--- src/rtl/contador_configurable_pkg.sv ---
// Shared types and helpers for the configurable counter and its interface.
//   dir_e  : count direction (DIR_ABAJO = down, DIR_ARRIBA = up)
//   modo_e : limit behaviour (MODO_WRAP = wrap around, MODO_SAT = saturate)
//   calc_bits(max) : width needed to hold 0..max inclusive
package contador_pkg;

  typedef enum logic {
    DIR_ABAJO  = 1'b0,
    DIR_ARRIBA = 1'b1
  } dir_e;

  typedef enum logic {
    MODO_WRAP = 1'b0,
    MODO_SAT  = 1'b1
  } modo_e;

  // +1 so that max itself is representable
  function automatic int unsigned calc_bits(input int unsigned max);
    return (max >= 1) ? $clog2(max + 1) : 1;
  endfunction

endpackage

--- src/rtl/contador_configurable_if.sv ---
// Control/status bundle of the configurable counter.
//   master : drives en, dir, modo_sat, load, valor_carga (and captura)
//   slave  : drives contador, tc, en_limite (and valor_capturado, capturado)
// Capture signals exist only when CONTADOR_CAPTURE_EN is defined.
interface contador_configurable_if #(
  parameter int unsigned N_BITS = 4
);

  logic              en;
  logic              dir;
  logic              modo_sat;
  logic              load;
  logic [N_BITS-1:0] valor_carga;
  logic [N_BITS-1:0] contador;
  logic              tc;
  logic              en_limite;
`ifdef CONTADOR_CAPTURE_EN
  logic              captura;
  logic [N_BITS-1:0] valor_capturado;
  logic              capturado;
`endif

  modport master (
    output en, dir, modo_sat, load, valor_carga,
`ifdef CONTADOR_CAPTURE_EN
    output captura,
    input  valor_capturado, capturado,
`endif
    input  contador, tc, en_limite
  );

  modport slave (
    input  en, dir, modo_sat, load, valor_carga,
`ifdef CONTADOR_CAPTURE_EN
    input  captura,
    output valor_capturado, capturado,
`endif
    output contador, tc, en_limite
  );

endinterface

--- src/rtl/contador_configurable_divisor_tick.sv ---
// Enable-gated clock divider: tick every PRESCALE enabled cycles.
//   clk, reset (async, active low)
//   en   : advance the divider; en=0 freezes it
//   clr  : synchronous clear, wins over en
//   tick : combinational, high on the last enabled cycle of each period
// With PRESCALE=1 the internal count is constant 0 and tick reduces to en.
module divisor_tick #(
  parameter int unsigned PRESCALE = 1
) (
  input  logic clk,
  input  logic reset,
  input  logic en,
  input  logic clr,
  output logic tick
);

  localparam int unsigned PW = (PRESCALE > 1) ? $clog2(PRESCALE) : 1;
  localparam logic [PW-1:0] LAST = PW'(PRESCALE - 1);

  logic [PW-1:0] cnt_q;

  // divider count register
  always_ff @(posedge clk or negedge reset) begin
    if (!reset) begin
      cnt_q <= '0;
    end else if (clr) begin
      cnt_q <= '0;
    end else if (en) begin
      cnt_q <= (cnt_q == LAST) ? '0 : cnt_q + PW'(1);
    end
  end

  assign tick = en && (cnt_q == LAST);

endmodule

--- src/rtl/contador_configurable.sv ---
// Up/down counter with enable, synchronous load (clamped), wrap or saturate
// mode and built-in prescaler.
//   clk, reset (async, active low)
//   bus.en, bus.dir, bus.modo_sat, bus.load, bus.valor_carga : controls
//   bus.contador : registered count, 0..COUNTER_MAX
//   bus.tc       : registered one-cycle pulse after every step taken at a limit
//   bus.en_limite: combinational, contador equals the limit in the current dir
// Optional macro CONTADOR_CAPTURE_EN adds captura/valor_capturado/capturado.
module contador_configurable
  import contador_pkg::*;
#(
  parameter int unsigned COUNTER_MAX = 9,
  parameter int unsigned PRESCALE    = 1
) (
  input  logic                    clk,
  input  logic                    reset,
  contador_configurable_if.slave  bus
);

  localparam int unsigned N_BITS = calc_bits(COUNTER_MAX);
  localparam logic [N_BITS-1:0] MAX_V = N_BITS'(COUNTER_MAX);

  logic [N_BITS-1:0] contador_q, contador_d;
  logic              tc_q, tc_d;
  logic [N_BITS-1:0] limite_c;
  logic              subir_c;
  logic              saturar_c;
  logic              tick_c;

  divisor_tick #(
    .PRESCALE (PRESCALE)
  ) u_divisor (
    .clk   (clk),
    .reset (reset),
    .en    (bus.en),
    .clr   (bus.load),
    .tick  (tick_c)
  );

  assign subir_c   = (dir_e'(bus.dir) == DIR_ARRIBA);
  assign saturar_c = (modo_e'(bus.modo_sat) == MODO_SAT);
  assign limite_c  = subir_c ? MAX_V : '0;

  // next count: load beats step, step beats hold
  always_comb begin
    contador_d = contador_q;
    tc_d       = 1'b0;
    if (bus.load) begin
      contador_d = (bus.valor_carga > MAX_V) ? MAX_V : bus.valor_carga;
    end else if (tick_c) begin
      if (contador_q != limite_c) begin
        contador_d = subir_c ? contador_q + N_BITS'(1) : contador_q - N_BITS'(1);
      end else begin
        tc_d = 1'b1;
        if (!saturar_c) begin
          contador_d = subir_c ? '0 : MAX_V;
        end
      end
    end
  end

  // count and terminal-count registers
  always_ff @(posedge clk or negedge reset) begin
    if (!reset) begin
      contador_q <= '0;
      tc_q       <= 1'b0;
    end else begin
      contador_q <= contador_d;
      tc_q       <= tc_d;
    end
  end

  assign bus.contador  = contador_q;
  assign bus.tc        = tc_q;
  assign bus.en_limite = (contador_q == limite_c);

`ifdef CONTADOR_CAPTURE_EN
  logic [N_BITS-1:0] valor_capturado_q;
  logic              capturado_q;

  // snapshot of the pre-update count, independent of en/load
  always_ff @(posedge clk or negedge reset) begin
    if (!reset) begin
      valor_capturado_q <= '0;
      capturado_q       <= 1'b0;
    end else begin
      capturado_q <= bus.captura;
      if (bus.captura) begin
        valor_capturado_q <= contador_q;
      end
    end
  end

  assign bus.valor_capturado = valor_capturado_q;
  assign bus.capturado       = capturado_q;
`endif

endmodule

--- src/flat_wrapper.sv ---
// flat-port wrapper written by rule: the top's interface ports become plain ports
module contador_configurable_flat import contador_pkg::*;
#(
  parameter int unsigned COUNTER_MAX = 9,
  parameter int unsigned PRESCALE    = 1
)
  (clk, reset, bus_en, bus_dir, bus_modo_sat, bus_load, bus_valor_carga, bus_contador, bus_tc, bus_en_limite);
  contador_configurable_if bus_i ();
  input  logic clk;
  input  logic reset;
  input wire logic [$bits(bus_i.en)-1:0] bus_en;
  input wire logic [$bits(bus_i.dir)-1:0] bus_dir;
  input wire logic [$bits(bus_i.modo_sat)-1:0] bus_modo_sat;
  input wire logic [$bits(bus_i.load)-1:0] bus_load;
  input wire logic [$bits(bus_i.valor_carga)-1:0] bus_valor_carga;
  output wire logic [$bits(bus_i.contador)-1:0] bus_contador;
  output wire logic [$bits(bus_i.tc)-1:0] bus_tc;
  output wire logic [$bits(bus_i.en_limite)-1:0] bus_en_limite;
  assign bus_i.en = bus_en;
  assign bus_i.dir = bus_dir;
  assign bus_i.modo_sat = bus_modo_sat;
  assign bus_i.load = bus_load;
  assign bus_i.valor_carga = bus_valor_carga;
  assign bus_contador = bus_i.contador;
  assign bus_tc = bus_i.tc;
  assign bus_en_limite = bus_i.en_limite;
  contador_configurable #(.COUNTER_MAX(COUNTER_MAX), .PRESCALE(PRESCALE)) u_core (.clk(clk), .reset(reset), .bus(bus_i));
endmodule
--- config.mk ---
export PLATFORM = sky130hd
export DESIGN_NAME = contador_configurable_flat
export DESIGN_NICKNAME = d
export VERILOG_FILES = /design/src/rtl/contador_configurable_pkg.sv /design/src/rtl/contador_configurable_if.sv /design/src/rtl/contador_configurable_divisor_tick.sv /design/src/rtl/contador_configurable.sv /design/src/flat_wrapper.sv
export SDC_FILE = /design/constraint.sdc
export NUM_CORES = 1
export LEC_CHECK = 0
export CAP_MARGIN = 20
export CORE_AREA = 10 10 47 49
export DETAILED_ROUTE_END_ITERATION = 10
export DIE_AREA = 0 0 57 59
export PLACE_DENSITY = 0.65
export SETUP_SLACK_MARGIN = 0.3
export SYNTH_ARGS = -nofsm -noshare
export SYNTH_HDL_FRONTEND = slang
export SYNTH_SLANG_ARGS = --single-unit
--- constraint.sdc ---
create_clock -name clk -period 1.63 [get_ports clk]
set_clock_uncertainty 0.05 [all_clocks]
set_input_delay 0.2445 -clock clk [delete_from_list [all_inputs] [get_ports clk]]
set_output_delay 0.2445 -clock clk [all_outputs]
set_load 0.01 [all_outputs]
# Word-level counts from Yosys, hierarchy flattened
# Index checks and enable logic that the tools add are counted.
# word_totals
register_bits,6
inputBits,10
output_inout_bits,6
# classes
addsub,3
order_cmp,1
n_eq_ne,3
mux,14
bitwise_logic,1
n_reduce_logical,4
# op_table
op,count
4-bit 2-to-1 mux,8
1-bit 2-to-1 mux,6
4-bit by 1-bit adder with 4-bit output (second input constant),1
4-bit == test,1
4-bit > comparator (second input constant),1
4-bit != test,1
2-bit nonzero test,2
4-bit by 1-bit subtractor with 4-bit output (second input constant),1
3-bit by 1-bit != test with 1-bit output (second input constant),1
2-bit AND reduction,1
1-bit adder (second input constant),1
1-bit logical AND,1
1-bit NOT,1

# Depth between registers and ports, before layout
# logic_depth
depth_word,5
ltp_mapped,6
ltp_nobuf,6

# Modules after synthesis
# Synthesis repeated with hierarchy kept, for this count alone.
# unflattened
hier_cells,47
hier_area_um2,444.2
# by_module_without_submodules
module,instances,cells_each,area_each_um2
contador_configurable,1,46,436.7
divisor_tick,1,1,7.5

# Worst setup path after synthesis
# OpenSTA, ideal clock, no wires.
# synth_path
path_kind,reg-to-reg
start,reg u_core.contador_q[1] (netlist: u_core.bus.contador[1])
end,reg u_core.contador_q[0] (netlist: u_core.bus.contador[0])
setup_time_ns,0.124
arrival_ns,1.398
required_time_ns,1.456
path_slack_ns,0.058
stages_incl_launch_ff,5
cell_sequence,dfrtp_1 > or3b_1 > o21bai_1 > and3_1 > o31a_1
# synth_via
elab_chain_cells,4
# synth_lines
item,line,rtl
from (decl),contador_configurable.sv:23,"logic [N_BITS-1:0] contador_q, contador_d;"
from (signal assigned),contador_configurable.sv:68,contador_q <= contador_d;
4-bit != test (*),contador_configurable.sv:51,if (contador_q != limite_c) begin
4-bit 2-to-1 mux,contador_configurable.sv:51,
4-bit 2-to-1 mux,contador_configurable.sv:50,end else if (tick_c) begin
4-bit 2-to-1 mux,contador_configurable.sv:48,if (bus.load) begin
# Every way passes the cells marked *; elsewhere a longest branch is shown, timed or not. The select of a mux whose other input is x is not followed.
# A chain may end at the register's enable or synchronous reset.

# Worst setup path after layout
# layout_path
start,in bus_modo_sat
end,reg u_core.contador_q[0] (netlist: u_core.bus.contador[0])
# layout_via
elab_chain_cells,2
# layout_lines
item,line,rtl
from (decl),flat_wrapper.sv:13,input wire logic [$bits(bus_i.modo_sat)-1:0] bus_modo_sat;
3-bit by 1-bit != test with 1-bit output (no source line),--,
2-bit AND reduction (no source line),--,
# Every way passes these cells.

==> results.md <==
- Status: completed
- DIE HEIGHT: about 59 um
- Hold buffers post-CTS: 0
- Rel. slew slack: 79.14%
- Ys async rst share: 100.0%
- Fillers: 146
- Avg Inst Size Synth: around 9 um^2
- Vias in the first global route: 520
- Die Wd: 57 um
- Post-place setup slack: -0.4517 ns
- Final TNS setup: 0 ns
- CTS tree: done
- Num ports: 16
- Total power: 0.6069 mW
- Site Rows: 14
- Ys Warns: 0
- Total clock sinks: 5
- Layout area overhead: 78.26%
- Final Critical Period: 1.553 ns
- VDD IR-drop max: 0.0004756 V
- CTS Buf Count: 3
- Initial DRC count: 2
- Finished Layout Cells: 94
- CP Launch Type: primary input
- Most common flop cell mapped by yosys: dfrtp_1
- H-tree depth: 1
- Via count: 475
- Clk slew on worst S/H paths: 0.04 ns
- Post-detail-place hpwl: 978.4 um
- RSZ-0062 raised after global routing: yes
- Final hold vios: 0
- Dpl cell area: 663.1 um^2
- Hold_ws: 0.1846 ns
- Net Count, Synth: 61
- Routed Antenna Nets: 0
- Root buf cell: clkbuf_4
- Leak pwr: between 0.3 and 0.4 nW
- Hold WC Path Type: primary input to async pin
- Number of flops mapped to enable cells by yosys: 0
- Final worst slack: 0.07712 ns
- Latest clock arrival within the worst-skew pair: 0.24 ns
- Crit end category: register
- Max cap viols: 0
- Initial core utilization: a little under a third
- Drt total wl: 1313 um
- Worst-Margin Slew: 0.3120 ns
- Top post-synthesis cells by area: dfrtp_1 29%, nand3b_1 7.0%, ha_1 5.8%
- Core ar.: 0.001401 mm^2
- Drt pass-1 iters: 4
- Design Area, Final: 769.5 um^2
- First-pass GRT wire length: approximately 2200 um
- DIE AREA: 0.003363 mm^2
- Multi-input gate area: about 350 um^2
- DRC: 0
- Slew Limit Fails: 0
- Critical path fanouts, max: 2
- Register area: 128.9 um^2
- Cell taking the most area after synthesis: dfrtp_1
- Pwr/cell area: 788.7 mW/mm^2
- Setup violators final: 0
- Area share of the largest cell type after synthesis: 28.99%
- CP required: around 1.7 ns
- Antenna cell count: 0
- CP arrival: 1.63 ns
- Synthesized instance count: 48
- GP Congestion: 0.7525
- Fmax: 0.6440 GHz
- Sequential area share after synthesis: ~29%
- Largest net degree at the start of global routing: 11
- Overall Global Routing Usage: roughly 8%
- Wire per inst: 13.97 um
- Final core utilization: 54.91%
- Cell variety after synth: 28
- GRT overflow: 0
- Antenna violations before repair: 0
- Final period utilization: 95.27%
- Dpl cells: 86
- Clock tree buffer depth: 2
- Vias per cell: 5.053
- Input/output buffers: 15
- Post-Syn Area: 431.7 um^2
- Final nets: 92
- Crit Path Category: primary input to register
- Yosys reg bits: 5
- Layout cells sized above 1: 42.31%
sequential cells by signal, indices dropped and copies added (netlist names):
signal               cells
u_core.bus.contador      4
u_core.bus.tc            1
cells in the final DEF, fill, tap and decap left out, types with 2 or more instances in the layout:
master,n
clkbuf_4,3
buf_2,3
clkdlybuf4s50_1,8
o21ai_1,3
nand3b_1,4
nor2b_1,3
inv_1,3
dfrtp_1,2
dfrtp_2,3
a21oi_1,2
nor3b_1,2
buf_4,12
dlygate4sd2_1,3
path summary, 6_finish.rpt:
path                                         from  slack, ns                      to  cells after the start
max in group asynchronous                   reset       1.12  u_core.bus.contador[3]                      1
min reg2reg                u_core.bus.contador[3]       0.70  u_core.bus.contador[3]                      3
min in group clk               bus_valor_carga[2]       0.54  u_core.bus.contador[2]                      3
max                                  bus_modo_sat       0.08  u_core.bus.contador[0]                      5
max reg2reg                u_core.bus.contador[1]       0.09  u_core.bus.contador[0]                      4
min                                         reset       0.18  u_core.bus.contador[2]                      1
per-layer routing:
layer	wire, um	part of all wire [%]	track usage, %
met5	0	0	0
met2	742	57	13.95
met4	0	0	5.369
met3	40	3.0	1.931
met1	530	40	8.224
timing repair:
action | in CTS | in global routing
pin swaps | 9 | 2
buffers inserted | 2 | 2
gates resized for setup | 31 | 3
endpoints found under the setup margin | 11 | 6
endpoints found under the hold margin | 0 | 0
cells in the mapped netlist, drive strengths merged (2+ instances only):
library cell / n
o21ai: 5
a21oi: 3
nor2b: 3
dfrtp: 5
nor3b: 2
a31oi: 2
nand3b: 4
and3: 2
inv: 3
ha: 2
cell type report:
type | instances | share of cell area, %
Sequential cell | 5 | 16.75
Tap cell | 16 | 2.602
Clock buffer | 4 | 3.415
Inverter | 3 | 1.463
Multi-Input combinational cell | 38 | 45.37
Timing Repair Buffer | 28 | 30.41
worst max-delay path, cell delays in order:
cell             delay [ns]
clkdlybuf4s50_1        0.46
or3b_4                 0.38
o21bai_4               0.17
and3_1                 0.14
o31a_1                 0.22
cell families after synthesis:
group	share of synthesized area (%)
adders and majority gates	10.43
AOI/OAI and AO/OA	23.48
and+or+nand+nor	30.73
xor gates and xnor gates	2.029
buffers and inverters	4.346
DFF	28.99
where the power goes:
group,switching (mW),internal [mW],leakage (nW)
Clock,0.0515,0.0926,0.0150
Combinational,0.126,0.168,0.269
Sequential,0.0263,0.143,0.0588
Total,0.204,0.403,0.342
Note: power is estimated with default switching activity, not from simulation.
